`config.mk`:
```
export PLATFORM = sky130hd
export DESIGN_NAME = note_sequencer
export DESIGN_NICKNAME = d
export VERILOG_FILES = /design/src/rtl/synth_pkg.sv /design/src/rtl/sample_tick_gen.sv /design/src/rtl/note_sequencer.sv
export SDC_FILE = /design/constraint.sdc
export NUM_CORES = 1
export LEC_CHECK = 0
export CAP_MARGIN = 25
export CELL_PAD_IN_SITES_DETAIL_PLACEMENT = 0
export CELL_PAD_IN_SITES_GLOBAL_PLACEMENT = 1
export CORE_MARGIN = 10
export CORE_UTILIZATION = 35
export DETAILED_ROUTE_END_ITERATION = 16
export PLACE_DENSITY = 0.81
export RECOVER_POWER = 25
export SLEW_MARGIN = 20
export SYNTH_ARGS = -nofsm -noshare
export SYNTH_HDL_FRONTEND = slang
export SYNTH_SLANG_ARGS = --single-unit
export TNS_END_PERCENT = 5
```
`constraint.sdc`:
```
create_clock -name clk -period 2 [get_ports clk]
set_input_delay 0.4 -clock clk [delete_from_list [all_inputs] [get_ports clk]]
set_output_delay 0.4 -clock clk [all_outputs]
set_load 0.05 [all_outputs]
```
`src/rtl/synth_pkg.sv`:
```
// ---------------------------------------------------------------------------
// synth_pkg
//   Shared definitions for the synth voice blocks.
//   - note_state_e      : note lifecycle state encoding (visible on the
//                         sequencer's 2-bit state output)
//   - RELEASE_SHIFT_MAX : attenuation shift applied once a release has
//                         fully decayed
//   - FCW_WIDTH_DEFAULT : default width of the frequency control word
// ---------------------------------------------------------------------------
package synth_pkg;

  typedef enum logic [1:0] {
    NOTE_IDLE    = 2'd0,
    NOTE_PLAY    = 2'd1,
    NOTE_RELEASE = 2'd2,
    NOTE_DONE    = 2'd3
  } note_state_e;

  localparam logic [4:0] RELEASE_SHIFT_MAX = 5'd16;

  localparam int FCW_WIDTH_DEFAULT = 24;

endpackage : synth_pkg

```
`src/rtl/sample_tick_gen.sv`:
```
// ---------------------------------------------------------------------------
// sample_tick_gen
//   Free-running divider that produces the audio sample-rate tick.
//   The counter runs 0..TICK_DIV-1 and wraps; tick is high for the single
//   cycle in which the counter holds TICK_DIV-1.
//
// Ports:
//   clk  in  system clock
//   rst  in  asynchronous active-high reset (counter returns to 0)
//   tick out one-cycle pulse every TICK_DIV cycles
// ---------------------------------------------------------------------------
module sample_tick_gen #(
  parameter int TICK_DIV = 10
) (
  input  logic clk,
  input  logic rst,
  output logic tick
);

  localparam int CNT_W = (TICK_DIV > 2) ? $clog2(TICK_DIV) : 1;
  localparam logic [CNT_W-1:0] CNT_LAST = CNT_W'(TICK_DIV - 1);

  logic [CNT_W-1:0] cnt_q;
  logic [CNT_W-1:0] cnt_d;

  // NOTE: every signal written in an always_comb gets a value before any
  // branch, so no path can leave it holding its old value (which would
  // infer a latch).
  always_comb begin
    tick  = (cnt_q == CNT_LAST);
    cnt_d = cnt_q + CNT_W'(1);
    if (tick) begin
      cnt_d = '0;
    end
  end

  // NOTE: sequential state is written only with non-blocking assignments so
  // that every flop samples the values from before the clock edge.
  always_ff @(posedge clk or posedge rst) begin
    if (rst) begin
      cnt_q <= '0;
    end else begin
      cnt_q <= cnt_d;
    end
  end

endmodule : sample_tick_gen

```
`src/rtl/note_sequencer.sv`:
```
// ---------------------------------------------------------------------------
// note_sequencer
//   Sequences one synth voice. CPU register pulses drive a note lifecycle
//   FSM (IDLE -> PLAY -> RELEASE -> DONE); a sample-rate tick paces a
//   valid/ready request to the sample buffer; each accepted sample advances
//   the phase accumulator; a release counter drives a stepped attenuation
//   shift during the release phase.
//
// Optional feature (macro NOTE_SEQUENCER_OVERRUN_CNT_EN):
//   defined   : overrun_count counts ticks that arrive while a request is
//               still pending, saturating at 16'hFFFF; cleared by rst or
//               note_reset.
//   undefined : overrun_count is tied to 0.
//
// Ports:
//   clk, rst        clock; asynchronous active-high reset
//   note_start      pulse: start or retrigger the note (latches fcw_in)
//   note_release    pulse: enter release (only from PLAY)
//   note_reset      pulse: abort to IDLE (highest priority)
//   fcw_in          frequency control word, sampled on note_start
//   fcw_out         latched frequency control word
//   accum_clear     pulse the cycle after an accepted note_start
//   accum_step      pulse the cycle after each sample handshake
//   sample_valid    sample request to the buffer
//   sample_ready    buffer accepts the request
//   release_shift   extra right-shift attenuation 0..16
//   note_finished   high while the note sits in DONE
//   state           FSM state (0 IDLE, 1 PLAY, 2 RELEASE, 3 DONE)
//   overrun_count   missed-tick counter (see optional feature)
// ---------------------------------------------------------------------------
module note_sequencer
  import synth_pkg::*;
#(
  parameter int CPU_CLOCK_FREQ  = 125_000_000,
  parameter int SAMPLE_RATE     = 30_000,
  parameter int RELEASE_SAMPLES = 4096,
  parameter int FCW_WIDTH       = FCW_WIDTH_DEFAULT
) (
  input  logic                 clk,
  input  logic                 rst,
  input  logic                 note_start,
  input  logic                 note_release,
  input  logic                 note_reset,
  input  logic [FCW_WIDTH-1:0] fcw_in,
  output logic [FCW_WIDTH-1:0] fcw_out,
  output logic                 accum_clear,
  output logic                 accum_step,
  output logic                 sample_valid,
  input  logic                 sample_ready,
  output logic [4:0]           release_shift,
  output logic                 note_finished,
  output logic [1:0]           state,
  output logic [15:0]          overrun_count
);

  localparam int TICK_DIV = CPU_CLOCK_FREQ / SAMPLE_RATE;
  // One extra bit so the counter can hold RELEASE_SAMPLES itself.
  localparam int RC_W     = $clog2(RELEASE_SAMPLES) + 1;
  // release_shift advances once every RELEASE_SAMPLES/16 samples.
  localparam int SEG_SHIFT = $clog2(RELEASE_SAMPLES) - 4;
  localparam logic [RC_W-1:0] REL_LOAD = RC_W'(RELEASE_SAMPLES);

  if (TICK_DIV < 2) begin : g_bad_tick_div
    $error("note_sequencer: CPU_CLOCK_FREQ / SAMPLE_RATE must be at least 2");
  end
  if ((RELEASE_SAMPLES < 16) ||
      ((RELEASE_SAMPLES & (RELEASE_SAMPLES - 1)) != 0)) begin : g_bad_release
    $error("note_sequencer: RELEASE_SAMPLES must be a power of two >= 16");
  end

  // -------------------------------------------------------------------------
  // Sample-rate tick
  // -------------------------------------------------------------------------
  logic tick;

  sample_tick_gen #(
    .TICK_DIV (TICK_DIV)
  ) u_tick_gen (
    .clk  (clk),
    .rst  (rst),
    .tick (tick)
  );

  // -------------------------------------------------------------------------
  // Registers
  // -------------------------------------------------------------------------
  note_state_e            state_q,        state_d;
  logic [RC_W-1:0]        rel_cnt_q,      rel_cnt_d;
  logic                   sample_valid_q, sample_valid_d;
  logic                   accum_step_q,   accum_step_d;
  logic                   accum_clear_q,  accum_clear_d;
  logic [FCW_WIDTH-1:0]   fcw_q,          fcw_d;

  logic handshake;
  logic start_evt;
  logic voice_active;

  assign handshake    = sample_valid_q && sample_ready;
  // note_reset outranks note_start; a start in the same cycle is dropped.
  assign start_evt    = note_start && !note_reset;
  assign voice_active = (state_q == NOTE_PLAY) || (state_q == NOTE_RELEASE);

  // -------------------------------------------------------------------------
  // FSM: state register
  // -------------------------------------------------------------------------
  always_ff @(posedge clk or posedge rst) begin
    if (rst) begin
      state_q <= NOTE_IDLE;
    end else begin
      state_q <= state_d;
    end
  end

  // -------------------------------------------------------------------------
  // FSM: next state
  // -------------------------------------------------------------------------
  always_comb begin
    state_d = state_q;
    if (note_reset) begin
      state_d = NOTE_IDLE;
    end else if (note_start) begin
      state_d = NOTE_PLAY;
    end else begin
      case (state_q)
        NOTE_PLAY: begin
          if (note_release) begin
            state_d = NOTE_RELEASE;
          end
        end
        NOTE_RELEASE: begin
          // The handshake that takes the counter from 1 to 0 ends the release.
          if (handshake && (rel_cnt_q == RC_W'(1))) begin
            state_d = NOTE_DONE;
          end
        end
        default: begin
          // IDLE and DONE only leave on note_start / note_reset.
        end
      endcase
    end
  end

  // -------------------------------------------------------------------------
  // FSM: outputs (derived from registered state and counter)
  // -------------------------------------------------------------------------
  always_comb begin
    release_shift = '0;
    note_finished = 1'b0;
    case (state_q)
      NOTE_RELEASE: release_shift = 5'((REL_LOAD - rel_cnt_q) >> SEG_SHIFT);
      NOTE_DONE: begin
        release_shift = RELEASE_SHIFT_MAX;
        note_finished = 1'b1;
      end
      default: begin
        release_shift = '0;
      end
    endcase
  end

  // -------------------------------------------------------------------------
  // Datapath: FCW latch, accumulator pulses, request handshake, release count
  // -------------------------------------------------------------------------
  always_comb begin
    fcw_d          = fcw_q;
    accum_clear_d  = start_evt;
    // An aborting note_reset suppresses the step for a coincident handshake.
    accum_step_d   = handshake && !note_reset;
    sample_valid_d = sample_valid_q;
    rel_cnt_d      = rel_cnt_q;

    if (start_evt) begin
      fcw_d = fcw_in;
    end

    // A pending request survives a retrigger; only its handshake or an
    // abort lowers it. A tick while it is still high is an overrun and does
    // not queue a second request.
    if (note_reset || handshake) begin
      sample_valid_d = 1'b0;
    end else if (tick && voice_active && !sample_valid_q) begin
      sample_valid_d = 1'b1;
    end

    if (note_reset) begin
      rel_cnt_d = '0;
    end else if (!note_start) begin
      if ((state_q == NOTE_PLAY) && note_release) begin
        rel_cnt_d = REL_LOAD;
      end else if ((state_q == NOTE_RELEASE) && handshake) begin
        rel_cnt_d = rel_cnt_q - RC_W'(1);
      end
    end
  end

  always_ff @(posedge clk or posedge rst) begin
    if (rst) begin
      fcw_q          <= '0;
      accum_clear_q  <= 1'b0;
      accum_step_q   <= 1'b0;
      sample_valid_q <= 1'b0;
      rel_cnt_q      <= '0;
    end else begin
      fcw_q          <= fcw_d;
      accum_clear_q  <= accum_clear_d;
      accum_step_q   <= accum_step_d;
      sample_valid_q <= sample_valid_d;
      rel_cnt_q      <= rel_cnt_d;
    end
  end

  // -------------------------------------------------------------------------
  // Optional overrun counter
  // -------------------------------------------------------------------------
`ifdef NOTE_SEQUENCER_OVERRUN_CNT_EN
  logic [15:0] overrun_q;
  logic [15:0] overrun_d;

  always_comb begin
    overrun_d = overrun_q;
    if (note_reset) begin
      overrun_d = '0;
    end else if (tick && sample_valid_q && (overrun_q != 16'hFFFF)) begin
      overrun_d = overrun_q + 16'd1;
    end
  end

  always_ff @(posedge clk or posedge rst) begin
    if (rst) begin
      overrun_q <= '0;
    end else begin
      overrun_q <= overrun_d;
    end
  end

  assign overrun_count = overrun_q;
`else
  assign overrun_count = '0;
`endif

  // -------------------------------------------------------------------------
  // Output mapping
  // -------------------------------------------------------------------------
  assign fcw_out      = fcw_q;
  assign accum_clear  = accum_clear_q;
  assign accum_step   = accum_step_q;
  assign sample_valid = sample_valid_q;
  assign state        = state_q;

endmodule : note_sequencer

```
==> Word level (Yosys, flattened, before mapping) <==
Cells that the tools add are included.
{ "totals": {"rom_bits": 0, "latch_bits": 0, "mem_bits_rw": 0, "n_memories": 0, "output_inout_bits": 51, "in_bits": 30, "word_cells": 49, "register_bits": 55} }
{ "op_classes": {"n_lt_le_gt_ge": 0, "n_eq_ne": 8, "muxes": 14, "bitwise_logic": 0, "addsub": 3, "n_div": 0, "mul": 0, "n_shift": 0, "n_reduce_logical": 17} }
{ "ops": {"columns": ["op", "count"], "rows": [
  ["13-bit 2-to-1 mux", 5],
  ["13-bit by 1-bit adder with 13-bit output, second input constant", 1],
  ["13-bit by 1-bit == test with 1-bit output, second input constant", 1],
  ["13-bit == test, second input constant", 1],
  ["13-bit by 1-bit subtractor with 13-bit output, second input constant", 1],
  ["13-bit subtractor, first input constant", 1],
  ["5-bit one-hot mux with 2 select lines", 1],
  ["1-bit logical AND", 8],
  ["2-bit 2-to-1 mux", 4],
  ["4-bit != test, second input constant", 2],
  ["2-bit == test, second input constant", 2],
  ["2-bit one-hot mux with 2 select lines", 1],
  ["4-bit nonzero test", 1],
  ["1-bit 2-to-1 mux", 3],
  ["3-bit AND reduction", 1],
  ["3-bit nonzero test", 1],
  ["2-bit by 1-bit == test with 1-bit output, second input constant", 1],
  ["1-bit logical NOT", 2],
  ["1-bit logical OR", 2],
  ["2-bit by 1-bit != test with 1-bit output, second input constant", 1],
  ["2-bit AND reduction", 1],
  ["2-bit nonzero test", 1]
]} }

==> Longest topological paths before layout <==
Gate-level depths: netlist (run 1).
{ "logic_depth": {"ltp_word": 6, "depth_mapped": 7} }

==> Hierarchy <==
Synthesis (run 1) repeated with hierarchy kept, for this count alone.
{ "hier_totals": {"cells_unflattened": 304, "area_unflattened_um2": 2803.9} }
{ "modules_own_cells": {"columns": ["mod", "seq_area_each_um2", "area_per_inst_um2", "instances", "cells_per_inst"], "rows": [
  ["note_sequencer", 1051.0, 2180.8, 1, 247],
  ["sample_tick_gen", 325.3, 623.1, 1, 57]
]} }

==> Worst setup path before layout (run 1) <==
Ideal clock, no wire load.
{ "synth_path": {"path_kind": "flip-flop to output port", "start": "register state_q[0], in the netlist state[0]", "end": "output port release_shift[4]", "required_ns": 1.600, "t_arrival_ns": 1.811, "n_path_buf": 1, "path_slack_ns": -0.211, "stages_incl_launch_ff": 6, "path_cell_list": "dfrtp_1 > inv_1 > ha_1 > clkbuf_1 > o211a_1 > or3_1"} }
{ "synth_between": {"elab_chain_len": 2} }
{ "synth_rtl": {"columns": ["item", "line", "source"], "rows": [
  ["from (decl)", "note_sequencer.sv:87", "note_state_e state_q, state_d;"],
  ["from (signal assigned)", "note_sequencer.sv:110", "state_q <= state_d;"],
  ["2-bit == test", "note_sequencer.sv:149", "case (state_q)"],
  ["5-bit one-hot mux with 2 select lines (*)", "note_sequencer.sv:149", null],
  ["to (decl)", "note_sequencer.sv:50", "output logic [4:0] release_shift,"]
]} }
Every way passes the cells marked *; elsewhere a longest branch is shown, timed or not.

==> Worst setup path after layout (run 1) <==
{ "layout_path": {"start": "register rel_cnt_q[5]", "end": "output port release_shift[4]"} }
{ "layout_between": {"elab_chain_len": 2} }
{ "layout_rtl": {"columns": ["item", "line", "source"], "rows": [
  ["from (decl)", "note_sequencer.sv:88", "logic [RC_W-1:0] rel_cnt_q, rel_cnt_d;"],
  ["from (signal assigned)", "note_sequencer.sv:208", "rel_cnt_q <= rel_cnt_d;"],
  ["13-bit subtractor", "note_sequencer.sv:150", "NOTE_RELEASE: release_shift = 5'((REL_LOAD - rel_cnt_q) >> SEG_SHIFT);"],
  ["5-bit one-hot mux with 2 select lines", "note_sequencer.sv:149", null]
]} }
No other way between the ends.

==> results.md, run 1 <==
- CTS root buf: clkbuf_8
- Layout cell share with drive strength beyond 1: 16.8%
- EDFF count, synth: 0
- Total wire length: 7.03 mm
- Final instance area: 3850 um2
- Global Route Usage Sum: 12.3%
- Syn Std Cell Area: 2810 um2
- Setup ws final: -0.260 ns
- Crit path launch type: register
- Setup TNS: -0.986 ns
- Initial DRC Count: 77
- Initial cell density of the core: 36.1%
- Max IR drop VDD: 0.000407 V
- Syn avg cell area: 9.23 um2
- DRT Pass-1 Iters: 4
- Clock sink total: 55
- First-pass GRT wire length: 12.0 mm
- Synth-to-layout area growth: 37.2%
- Vias in the first global route: 2446
- Synth cell types: 49
- Top-count cell post-synth: nand2_1
- Post-synth top cells: nand2_1, dfrtp_1, nor2_1, buf_4, inv_1
- Clk Latency, worst-skew pair: 0.32 ns
- Post-Place Setup Slack: -0.0470 ns
- Fmax: 0.443 GHz
- Endpoint type of the worst setup path: output pin
- Yosys warning count: 0
- Power per cell area: 771 nW/um2
- Max-slew violations: 0
- R2R Setup Slk: 0.14 ns
- Fin Clk Skew: 0.00832 ns
- WHS: 0.482 ns
- Standard-cell row count: 32
- Synth area leaders: dfrtp_1, nand2_1, buf_4, ha_1, xor2_1
- Die Wd: 110 um
- CP max FO: 3
- TritonCTS Buffers: 5
- Longest Clk Path Bufs: 2
- Die Y: 110 um
- Htree depth: 2
- Yosys top cell area share: 49.0%
- CTS tree: yes
- Critical Path RT: 1.60 ns
- Grt total ovfl: 0
- CP Class: reg2out
- Worst-Margin Slew: 0.581 ns
- Worst EP arrival: 1.86 ns
- Max_cap viols: 0
- Ant. Diodes: 0
- WL per Instance: 14.2 um
- Hold Crit Class: reg2reg
- Synth Instances: 304
- Worst-path clk slew: 0.11 ns
- Post-route ant nets: 0
- Final Wtd Congestion: 0.814
- I/O Buffers: 64
- Cts hold-fix bufs: 0
- Ports: 81
- Worst slew margin: 61.2%
- Main synth FF type: dfrtp_1
- Vias per cell: 4.67
- Final Setup Violations: 5
- Drt drc: 0
- Failing checks: negative setup slack
- Yosys top cell by area: dfrtp_1
- Area after DPL: 3710 um2
- Detailed Place HPWL: 5.48 mm
- Vias: 2314
- Largest net degree at the start of global routing: 26
- Register area share after synthesis: 49.0%
- Endpoints failing hold: 0
- Tcrit/Tclk final: 113%
- RSZ-0062 raised after global routing: yes
- Flops & latches, synth: 55
- Leak pwr: 1.86 nW
- Core area: 7770 um2
- Status: finished with violations
- Fin nets: 431
- Fin crit period: 2.26 ns
- Antenna violations before repair: 0
- Die ar.: 12000 um2
- Ys async rst share: 100%
- Pwr Total: 2.97 mW
==> path summary, 6_finish.rpt <==
| check | from | endpoint | cells past startpoint |
|---|---|---|---|
| worst max-delay path | rel_cnt_q[5] | release_shift[4] | 5 |
| max in group asynchronous | rst | fcw_out[6] | 3 |
| min in group asynchronous | rst | rel_cnt_q[7] | 2 |
| worst min-delay path | fcw_out[16] | fcw_out[16] | 2 |
| worst min register to register | fcw_out[16] | fcw_out[16] | 2 |
| worst max register to register | rel_cnt_q[2] | rel_cnt_q[7] | 5 |
==> kinds of logic after synthesis <==
kind of cell	count (synthesis)	synth area share [%]
and+or+nand+nor	155	26.3
DFF	55	49.0
buffers and inverters	37	7.62
AOI/OAI and AO/OA	32	8.34
xor gates and xnor gates	15	4.68
adders and majority gates	8	3.57
other	1	0.134
muxes	1	0.357
==> registers in the layout, summed over array words and instances (netlist names) <==
name and cells:
accum_clear 1, sample_valid 1, u_tick_gen.cnt_q 13, state 2, fcw_out 24, rel_cnt_q 13
accum_step 1
==> layer usage <==
metal | GRT usage [%] | wire length [um] | up-vias
met1 | 15.2 | 3060 | 1106
met5 | 0 | 0 | -
met2 | 20.7 | 3590 | 41
met3 | 2.63 | 292 | 5
li1 | - | - | 1162
met4 | 4.18 | 98 | 0
==> report_power, final <==
part	total, mW	internal (mW)	switching, mW
sequential	1.26	1.20	0.0624
combinational	1.04	0.406	0.630
clock	0.671	0.261	0.410
total	2.97	1.87	1.10
==> stage by stage <==
stage | util [%] | instances
3_3_place_gp | 47.8 | 485
3_5_place_dp | 47.8 | 485
2_1_floorplan | - | 319
6_report | 49.6 | 496
4_1_cts | 49.4 | 495
5_1_grt | 49.6 | 496
==> layout by cell type, fill, tap and decap left out, drive strengths merged, types with 3 or more instances in the layout <==
cell and count:
clkbuf 7, buf 35, nand2 82, ha 8, xnor2 5, or3 7, a21oi 10, and3 5
o21ai 6, xor2 10, and2 5, dfrtp 55, or4 3, conb 16, nor4b 3, nand4 4
nor3 8, nand2b 3, inv 14, nor2 18, nand3 10, clkdlybuf4s50 53
==> cell type report <==
class | count | area [um2]
inverters | 12 | 45.0
repair buffers | 92 | 882
clock inverters | 3 | 27.5
multi-input cells | 227 | 1320
flip-flops and latches | 55 | 1380
well taps | 102 | 128
fillers | 769 | 3920
clock buffers | 5 | 68.8
==> critical path, cell delays in order, from the launching register on <==
cell and delay (ns):
dfrtp_1 0.42, nor3_4 0.24, nand3_2 0.13, o211a_1 0.22, or3_4 0.36, buf_8 0.16
==> repair_timing <==
action                     CTS  global route
setup buffers                2             1
setup endpoints to repair    5            12
pin swaps                    4             2
resized for setup            4             7
(Power assumes the default switching activity.)
==> run 2, diff against run 1 <==
- SLEW_MARGIN: 20 -> 0
==> results of run 2 <==
Same layout as run 1: the final DEF is identical, and so are final timing and power.
==> run 3, diff against run 2 <==
- CTS_CLUSTER_SIZE: unset -> 10
==> results of run 3 <==
Same layout as run 1: the final DEF is identical, and so are final timing and power.
